### config.mk
export PLATFORM = sky130hd
export DESIGN_NAME = cordic_job_queue
export DESIGN_NICKNAME = d
export VERILOG_FILES = /design/src/rtl/cordic_job_queue.sv
export SDC_FILE = /design/constraint.sdc
export NUM_CORES = 2
export LEC_CHECK = 0
export BUFFER_PORTS_ARGS = -buffer_cell sky130_fd_sc_hd__buf_4
export CORE_MARGIN = 4
export CORE_UTILIZATION = 35
export CTS_BUF_LIST = sky130_fd_sc_hd__clkbuf_2
export CTS_CLUSTER_SIZE = 10
export DETAILED_ROUTE_END_ITERATION = 16
export PLACE_DENSITY = 0.58
export SLEW_MARGIN = 40
export SYNTH_ARGS = -nofsm -noshare
export SYNTH_HDL_FRONTEND = slang
export SYNTH_SLANG_ARGS = --single-unit
### constraint.sdc
create_clock -name clk -period 2.5 [get_ports clk]
set_clock_uncertainty 0.05 [all_clocks]
set_input_delay 0.25 -clock clk [delete_from_list [all_inputs] [get_ports clk]]
set_output_delay 0.25 -clock clk [all_outputs]
set_load 0.02 [all_outputs]
### src/rtl/cordic_job_queue.sv
// Job/result queueing around a CORDIC core: job FIFO toward the core, in-flight
// control FIFO tracking issued jobs, result FIFO back to the bus.

module cordic_job_queue_fifo #(
  parameter int unsigned W = 32,
  parameter int unsigned D = 4
) (
  input  logic                  clk,
  input  logic                  rst,
  input  logic                  clear,
  input  logic                  push,
  input  logic                  pop,
  input  logic [W-1:0]          wdata,
  output logic [W-1:0]          rdata,
  output logic [$clog2(D):0]    count,
  output logic                  full,
  output logic                  empty
);
  localparam int unsigned A = $clog2(D);
  localparam logic [A:0] FULL_COUNT = (A+1)'(D);

  logic [W-1:0] mem [D];
  logic [A-1:0] wr_ptr;
  logic [A-1:0] rd_ptr;

  always_ff @(posedge clk or negedge rst) begin
    if (!rst) begin
      mem    <= '{default: '0};
      wr_ptr <= '0;
      rd_ptr <= '0;
      count  <= '0;
    end else if (clear) begin
      // flush by snapping the write pointer to the read pointer so the head word holds
      wr_ptr <= rd_ptr;
      count  <= '0;
    end else begin
      if (push) begin
        mem[wr_ptr] <= wdata;
        wr_ptr      <= wr_ptr + 1'b1;
      end
      if (pop) rd_ptr <= rd_ptr + 1'b1;
      case ({push, pop})
        2'b10:   count <= count + 1'b1;
        2'b01:   count <= count - 1'b1;
        default: ;
      endcase
    end
  end

  assign rdata = mem[rd_ptr];
  assign full  = (count == FULL_COUNT);
  assign empty = (count == '0);
endmodule

module cordic_job_queue #(
  parameter int unsigned P_WIDTH = 32,
  parameter int unsigned P_DEPTH = 4
) (
  input  logic                      clk,
  input  logic                      rst,
  input  logic                      clear,
  input  logic                      in_valid,
  output logic                      in_ready,
  input  logic signed [P_WIDTH-1:0] x_in,
  input  logic signed [P_WIDTH-1:0] y_in,
  input  logic signed [P_WIDTH-1:0] z_in,
  input  logic        [P_WIDTH-1:0] ctrl_in,
  output logic                      job_valid,
  input  logic                      job_ready,
  output logic signed [P_WIDTH-1:0] job_x,
  output logic signed [P_WIDTH-1:0] job_y,
  output logic signed [P_WIDTH-1:0] job_z,
  output logic        [P_WIDTH-1:0] job_ctrl,
  input  logic                      res_valid,
  output logic                      res_ready,
  input  logic signed [P_WIDTH-1:0] res_x,
  input  logic signed [P_WIDTH-1:0] res_y,
  input  logic signed [P_WIDTH-1:0] res_z,
  input  logic        [P_WIDTH-1:0] res_ctrl,
  input  logic        [P_WIDTH-1:0] res_mask,
  output logic                      out_valid,
  input  logic                      out_ready,
  output logic signed [P_WIDTH-1:0] x_out,
  output logic signed [P_WIDTH-1:0] y_out,
  output logic signed [P_WIDTH-1:0] z_out,
  output logic        [P_WIDTH-1:0] ctrl_out,
  output logic        [P_WIDTH-1:0] status
);
  localparam int unsigned C = $clog2(P_DEPTH) + 1;

  logic               run;
  logic               err;
  logic [C-1:0]       job_cnt, fl_cnt, res_cnt;
  logic               job_full, job_empty, fl_full, fl_empty, res_full, res_empty;
  logic [4*P_WIDTH-1:0] job_head, res_head, res_word;
  logic [P_WIDTH-1:0] fl_head, merged_ctrl;
  logic               push_job, issue, res_take, res_ok, pop_out;

  // run keeps the ready outputs low until the first edge after reset release
  always_ff @(posedge clk or negedge rst) begin
    if (!rst) run <= 1'b0;
    else      run <= 1'b1;
  end

  assign in_ready  = run & ~job_full & ~clear;
  assign job_valid = run & ~job_empty & ~fl_full & ~clear;
  assign res_ready = run & ~res_full & ~clear;
  assign out_valid = run & ~res_empty & ~clear;

  assign push_job = in_valid & in_ready;
  assign issue    = job_valid & job_ready;
  assign res_take = res_valid & res_ready;
  assign res_ok   = res_take & ~fl_empty;
  assign pop_out  = out_valid & out_ready;

  assign merged_ctrl = (fl_head & ~res_mask) | (res_ctrl & res_mask);
  assign res_word    = {res_x, res_y, res_z, merged_ctrl};

  cordic_job_queue_fifo #(.W(4*P_WIDTH), .D(P_DEPTH)) u_job_fifo (
    .clk(clk), .rst(rst), .clear(clear), .push(push_job), .pop(issue),
    .wdata({x_in, y_in, z_in, ctrl_in}), .rdata(job_head), .count(job_cnt),
    .full(job_full), .empty(job_empty)
  );

  cordic_job_queue_fifo #(.W(P_WIDTH), .D(P_DEPTH)) u_flight_fifo (
    .clk(clk), .rst(rst), .clear(clear), .push(issue), .pop(res_ok),
    .wdata(job_ctrl), .rdata(fl_head), .count(fl_cnt),
    .full(fl_full), .empty(fl_empty)
  );

  cordic_job_queue_fifo #(.W(4*P_WIDTH), .D(P_DEPTH)) u_res_fifo (
    .clk(clk), .rst(rst), .clear(clear), .push(res_ok), .pop(pop_out),
    .wdata(res_word), .rdata(res_head), .count(res_cnt),
    .full(res_full), .empty(res_empty)
  );

  assign {job_x, job_y, job_z, job_ctrl} = job_head;
  assign {x_out, y_out, z_out, ctrl_out} = res_head;

  // a result arriving with nothing in flight is dropped and flagged
  always_ff @(posedge clk or negedge rst) begin
    if (!rst)                      err <= 1'b0;
    else if (clear)                err <= 1'b0;
    else if (res_take && fl_empty) err <= 1'b1;
  end

  always_comb begin
    status              = '0;
    status[C-1:0]       = job_cnt;
    status[2*C-1:C]     = fl_cnt;
    status[3*C-1:2*C]   = res_cnt;
    status[P_WIDTH-1]   = err;
  end
endmodule

==> report_table.html <==
<table>
<tr><th>Metric</th><th>Value</th></tr>
<tr><th colspan="2">Route</th></tr>
<tr><td>Average via count per standard cell</td><td>4.80</td></tr>
<tr><td>Wire length reported by the detailed router</td><td>153 mm</td></tr>
<tr><td>Vias post-DR</td><td>34700</td></tr>
<tr><td>Initial DRC Count</td><td>1418</td></tr>
<tr><td>Detailed Routing Iterations Pass 1</td><td>4</td></tr>
<tr><td>Final ANT Viol Nets</td><td>0</td></tr>
<tr><td>Post-detailed-route wirelength per cell</td><td>21.2 µm</td></tr>
<tr><td>Number of DRC violations after detailed routing</td><td>0</td></tr>
<tr><th colspan="2">STA</th></tr>
<tr><td>Share of the clock period used by the worst path</td><td>138%</td></tr>
<tr><td>Slew at the pin with the worst max-slew slack</td><td>1.04 ns</td></tr>
<tr><td>Setup violation total in the final timing report</td><td>268</td></tr>
<tr><td>Highest attainable clock frequency</td><td>290 MHz</td></tr>
<tr><td>Sum of negative setup slack</td><td>-223.10 ns</td></tr>
<tr><td>Number of slew-limit violations in the final report</td><td>0</td></tr>
<tr><td>Final hold violation count</td><td>0</td></tr>
<tr><td>Max-slew headroom</td><td>30.5%</td></tr>
<tr><td>Final critical-path setup slack</td><td>-0.946 ns</td></tr>
<tr><td>Unrepaired setup endpoints after global routing</td><td>true</td></tr>
<tr><td>Minimum clock period</td><td>3.45 ns</td></tr>
<tr><th colspan="2">Synthesis</th></tr>
<tr><td>Cells after Synth</td><td>3133</td></tr>
<tr><td>Share of the synthesized area in the top cell type</td><td>56.0%</td></tr>
<tr><td>Yosys reg bits</td><td>1175</td></tr>
<tr><td>Leading cell types by total area after synthesis</td><td>sky130_fd_sc_hd__dfrtp_1, sky130_fd_sc_hd__mux2_2, sky130_fd_sc_hd__mux4_2, sky130_fd_sc_hd__mux2_4, sky130_fd_sc_hd__mux2_1</td></tr>
<tr><td>Netlist area before placement</td><td>52500 µm²</td></tr>
<tr><td>Sequential-to-total area share from yosys stat</td><td>56.0%</td></tr>
<tr><td>Unique cell type count in the Yosys netlist</td><td>41</td></tr>
<tr><td>Cell type contributing the most total cell area after synthesis</td><td>sky130_fd_sc_hd__dfrtp_1</td></tr>
<tr><td>Number of synthesis warnings</td><td>0</td></tr>
<tr><td>Average footprint of a synthesized cell</td><td>16.8 µm²</td></tr>
<tr><th colspan="2">Die</th></tr>
<tr><td>Die span in x</td><td>395 µm</td></tr>
<tr><td>Effective utilization at floorplan</td><td>35.4%</td></tr>
<tr><td>Rows</td><td>141</td></tr>
<tr><td>Die area</td><td>156000 µm²</td></tr>
<tr><td>Height of the die</td><td>395 µm</td></tr>
<tr><td>Count of pins on the block boundary</td><td>587</td></tr>
<tr><td>Floorplan core area</td><td>148000 µm²</td></tr>
<tr><th colspan="2">Global routing</th></tr>
<tr><td>Number of global-route vias before repair</td><td>38700</td></tr>
<tr><td>Global-route wire length before repair</td><td>236 mm</td></tr>
<tr><td>Maximum number of pins on one net before global-route repair</td><td>100</td></tr>
<tr><td>Total track usage</td><td>19.3%</td></tr>
<tr><td>Congestion Overflow GR</td><td>0</td></tr>
<tr><td>Number of antenna violations at the first check in global routing</td><td>11</td></tr>
<tr><th colspan="2">Clocking</th></tr>
<tr><td>TritonCTS buffer count</td><td>340</td></tr>
<tr><td>Worst-case clock buffer depth</td><td>4</td></tr>
<tr><td>TritonCTS clock tree</td><td>yes</td></tr>
<tr><td>Clock slew at the register clock pins of the worst setup and hold paths</td><td>0.08 ns</td></tr>
<tr><td>Number of sinks handled by clock tree synthesis</td><td>1175</td></tr>
<tr><td>Number of H-tree levels</td><td>5</td></tr>
<tr><td>Clock root buffer</td><td>sky130_fd_sc_hd__clkbuf_2</td></tr>
<tr><td>Skew-Pair Late Insertion Delay</td><td>1.59 ns</td></tr>
<tr><th colspan="2">Pwr</th></tr>
<tr><td>IR drop worst, VDD</td><td>0.843 mV</td></tr>
<tr><td>Sum of internal, switching and leakage power</td><td>66.3 mW</td></tr>
<tr><td>Fraction of power consumed by combinational cells</td><td>40.3%</td></tr>
<tr><td>Clock network fraction of total power</td><td>20.7%</td></tr>
<tr><td>Static Leakage</td><td>36.1 nW</td></tr>
<tr><td>Power per cell area</td><td>895 nW/µm²</td></tr>
<tr><td>Reg power frac</td><td>39.0%</td></tr>
<tr><td>Switching Fraction</td><td>33.8%</td></tr>
<tr><td>Net switching component of the power</td><td>22.4 mW</td></tr>
<tr><td>Int Power</td><td>43.9 mW</td></tr>
<tr><th colspan="2">Worst setup path</th></tr>
<tr><td>Depth of the worst register-to-register path</td><td>9</td></tr>
<tr><td>Number of buffer and inverter stages on the critical path</td><td>4</td></tr>
<tr><td>Data required time of the worst path</td><td>2.20 ns</td></tr>
<tr><td>Cell occurring most often along the worst timing path</td><td>sky130_fd_sc_hd__buf_12</td></tr>
<tr><td>Kind of cell adding the most delay to the critical path</td><td>buffers and inverters</td></tr>
<tr><td>Crit path launch</td><td>u_res_fifo.rd_ptr[0]</td></tr>
<tr><td>Crit path cell chain</td><td>buf_12 -&gt; clkbuf_16 -&gt; buf_12 -&gt; mux4_2 -&gt; buf_6</td></tr>
<tr><td>Launch point of the worst reg-to-reg path</td><td>run</td></tr>
<tr><td>Peak per-stage delay on the critical path</td><td>0.57 ns</td></tr>
<tr><td>Critical path class</td><td>reg -&gt; out</td></tr>
<tr><td>Arrival time of the worst setup path</td><td>3.15 ns</td></tr>
<tr><td>Startpoint Class</td><td>flip-flop</td></tr>
<tr><td>Path length in cells of the critical path</td><td>5</td></tr>
<tr><td>CP max FO</td><td>7</td></tr>
<tr><td>Cell with the biggest individual delay on the critical path</td><td>sky130_fd_sc_hd__dfrtp_4</td></tr>
<tr><td>Kind of capture point of the worst setup path</td><td>output pin</td></tr>
<tr><th colspan="2">Cells and area</th></tr>
<tr><td>Layout Utilization</td><td>49.9%</td></tr>
<tr><td>Ratio of cells with drive above 1 in the final layout</td><td>50.5%</td></tr>
<tr><td>Area Growth Syn to Fin</td><td>41.0%</td></tr>
<tr><td>Post-route cell area</td><td>74100 µm²</td></tr>
<tr><td>Number of inserted filler cells in the final layout</td><td>12600</td></tr>
<tr><td>Total Nets Final</td><td>5285</td></tr>
<tr><th colspan="2">Min path</th></tr>
<tr><td>Launch instance of the worst min-delay path</td><td>res_ctrl[5]</td></tr>
<tr><td>Hold Path Cell Cnt</td><td>5</td></tr>
<tr><td>Worst min-delay path category</td><td>in -&gt; reg</td></tr>
<tr><th colspan="2">Placed design</th></tr>
<tr><td>Detailed-placement wirelength estimate</td><td>95.8 mm</td></tr>
<tr><td>Pre-CTS setup slack</td><td>0.180 ns</td></tr>
<tr><td>Post-placement cell area</td><td>60300 µm²</td></tr>
<tr><td>Final GP Congestion</td><td>0.752</td></tr>
<tr><td>Count of input and output buffers</td><td>564</td></tr>
<tr><th colspan="2">Status</th></tr>
<tr><td>Failing checks</td><td>negative setup slack</td></tr>
<tr><td>Status</td><td>finished with violations</td></tr>
<tr><th colspan="2">Flow run</th></tr>
<tr><td>Max Cap Viol</td><td>0</td></tr>
</table>
-- flip-flops by register name, indices dropped and copies added (netlist names), 3 cells and up --
name,flops
u_res_fifo.mem,512
u_res_fifo.count,3
u_job_fifo.mem,512
u_job_fifo.count,3
u_flight_fifo.mem,128
u_flight_fifo.count,3
-- cells by family (layout without fill, tap and decap cells) --
kind of cell | Yosys count | after routing | synth area share [%]
flip-flops | 1175 | 1175 | 56.0
adder cells (fa/ha/maj) | 15 | 15 | 0.400
multiplexers | 1351 | 1351 | 37.4
other | 2 | 39 | 0.0143
XOR/XNOR | 9 | 9 | 0.150
AND/OR/NAND/NOR | 189 | 189 | 1.57
buffers and inverters | 245 | 2291 | 3.07
AO/OA/AOI/OAI | 147 | 147 | 1.46
-- worst reg2reg max path, cell delays in order (launching register included) --
cell and delay, ns:
sky130_fd_sc_hd__dfrtp_1 0.41, sky130_fd_sc_hd__nand2b_4 0.11, sky130_fd_sc_hd__buf_4 0.14, sky130_fd_sc_hd__buf_4 0.13
sky130_fd_sc_hd__a211oi_4 0.19, sky130_fd_sc_hd__buf_4 0.28, sky130_fd_sc_hd__nor2b_1 0.09, sky130_fd_sc_hd__fa_1 0.39
sky130_fd_sc_hd__o22ai_1 0.20, sky130_fd_sc_hd__mux2_2 0.35
-- cell usage after synthesis --
library cell,count
sky130_fd_sc_hd__o2bb2ai_1,1
sky130_fd_sc_hd__nor2b_1,2
sky130_fd_sc_hd__xor2_1,2
sky130_fd_sc_hd__nand2_1,141
sky130_fd_sc_hd__mux2i_1,36
sky130_fd_sc_hd__or3b_4,1
sky130_fd_sc_hd__a22o_1,2
sky130_fd_sc_hd__or3_1,2
sky130_fd_sc_hd__and3_1,4
sky130_fd_sc_hd__ha_1,12
sky130_fd_sc_hd__nor3_1,5
sky130_fd_sc_hd__clkbuf_1,32
sky130_fd_sc_hd__and2_1,4
sky130_fd_sc_hd__nor2_1,11
sky130_fd_sc_hd__buf_4,46
sky130_fd_sc_hd__inv_1,11
sky130_fd_sc_hd__nand2_2,5
sky130_fd_sc_hd__buf_1,14
sky130_fd_sc_hd__a211oi_1,1
sky130_fd_sc_hd__mux2_4,318
sky130_fd_sc_hd__a211oi_2,2
sky130_fd_sc_hd__conb_1,2
sky130_fd_sc_hd__a21oi_1,4
sky130_fd_sc_hd__mux2_2,613
sky130_fd_sc_hd__dfrtp_1,1175
sky130_fd_sc_hd__nand2b_4,1
sky130_fd_sc_hd__xnor2_1,7
sky130_fd_sc_hd__and4_4,1
sky130_fd_sc_hd__nand2_4,2
sky130_fd_sc_hd__fa_1,3
sky130_fd_sc_hd__nand2b_1,2
sky130_fd_sc_hd__nand3_1,6
sky130_fd_sc_hd__o21ai_0,132
sky130_fd_sc_hd__mux2_1,94
sky130_fd_sc_hd__mux4_2,290
sky130_fd_sc_hd__o22ai_1,3
sky130_fd_sc_hd__buf_6,55
sky130_fd_sc_hd__nand4_2,1
sky130_fd_sc_hd__o21ai_1,2
sky130_fd_sc_hd__and2b_1,1
sky130_fd_sc_hd__buf_2,87
-- cell type report --
class,count,area [µm²],share of cell area [%]
Clock buffer,507,2540,3.42
Sequential cell,1175,29400,39.7
Antenna cell,16,40.0,0.0540
Tap cell,2002,2500,3.38
Inverter,11,41.3,0.0557
Multi-Input combinational cell,1734,21800,29.4
Timing Repair Buffer,1713,17500,23.6
Clock inverter,60,268,0.361
-- power groups by stage --
stage                     Clock, mW  Sequential [mW]  Combinational, mW
after global routing           15.5             26.3               28.4
after floorplan                   0             25.2               14.3
after global placement            0             26.1               22.4
after CTS                      14.4             25.8               25.9
after detailed placement          0             26.2               22.7
final                          13.7             25.9               26.7
-- metal layers --
layer  wire (µm)  vias up  share of wire [%]  GRT usage [%]
met3        9980      264                6.5           5.87
met4        4130        4                2.7           6.73
li1            -    15500                  -              -
met2       71100      906                 47           30.0
met5          26        -              0.017              0
met1       67700    18000                 44           25.7
-- metrics by stage --
stage	instances	hold WS, ns
4_1_cts	7158	0.00129
3_5_place_dp	5669	0.166
3_3_place_gp	5669	0.166
2_1_floorplan	3154	-0.0956
5_1_grt	7214	0.0496
6_report	7218	0.281
-- timing repair --
| action | CTS | global route |
|---|---|---|
| gates cloned | 7 | 12 |
| buffers inserted | 47 | 37 |
| hold buffers | 868 | 0 |
| endpoints found under the setup margin | 270 | 1303 |
| pin swaps | 0 | 7 |
| hold endpoints to repair | 2349 | 0 |
| gates resized for setup | 163 | 87 |
-- worst paths after layout --
kind	slack [ns]	endpoint
min in group asynchronous	0.93	u_flight_fifo.mem[24]
max reg2reg	-0.05	u_job_fifo.count[2]
max	-0.95	ctrl_out[10]
min	0.28	u_res_fifo.mem[5]
max in group asynchronous	0.43	u_res_fifo.mem[221]
min reg2reg	0.43	u_res_fifo.mem[140]
-- placed cells by master, fill, tap and decap left out, types with 4 or more instances in the layout --
| cell type | instances |
|---|---|
| sky130_fd_sc_hd__diode_2 | 16 |
| sky130_fd_sc_hd__and3_2 | 4 |
| sky130_fd_sc_hd__nand3_1 | 6 |
| sky130_fd_sc_hd__clkinv_1 | 44 |
| sky130_fd_sc_hd__mux2_1 | 94 |
| sky130_fd_sc_hd__mux2_2 | 613 |
| sky130_fd_sc_hd__buf_4 | 521 |
| sky130_fd_sc_hd__nor2_1 | 9 |
| sky130_fd_sc_hd__mux2i_1 | 36 |
| sky130_fd_sc_hd__xnor2_1 | 7 |
| sky130_fd_sc_hd__inv_2 | 4 |
| sky130_fd_sc_hd__buf_6 | 203 |
| sky130_fd_sc_hd__o21ai_0 | 132 |
| sky130_fd_sc_hd__ha_1 | 12 |
| sky130_fd_sc_hd__clkinv_2 | 10 |
| sky130_fd_sc_hd__dfrtp_2 | 4 |
| sky130_fd_sc_hd__dfrtp_4 | 4 |
| sky130_fd_sc_hd__dfrtp_1 | 1167 |
| sky130_fd_sc_hd__conb_1 | 23 |
| sky130_fd_sc_hd__clkbuf_16 | 12 |
| sky130_fd_sc_hd__nand2_1 | 140 |
| sky130_fd_sc_hd__nand2_8 | 7 |
| sky130_fd_sc_hd__buf_12 | 92 |
| sky130_fd_sc_hd__inv_1 | 11 |
| sky130_fd_sc_hd__buf_16 | 17 |
| sky130_fd_sc_hd__dlygate4sd3_1 | 865 |
| sky130_fd_sc_hd__mux2_4 | 318 |
| sky130_fd_sc_hd__mux4_2 | 290 |
| sky130_fd_sc_hd__clkbuf_2 | 507 |
Note: power is estimated with default switching activity, not from simulation.
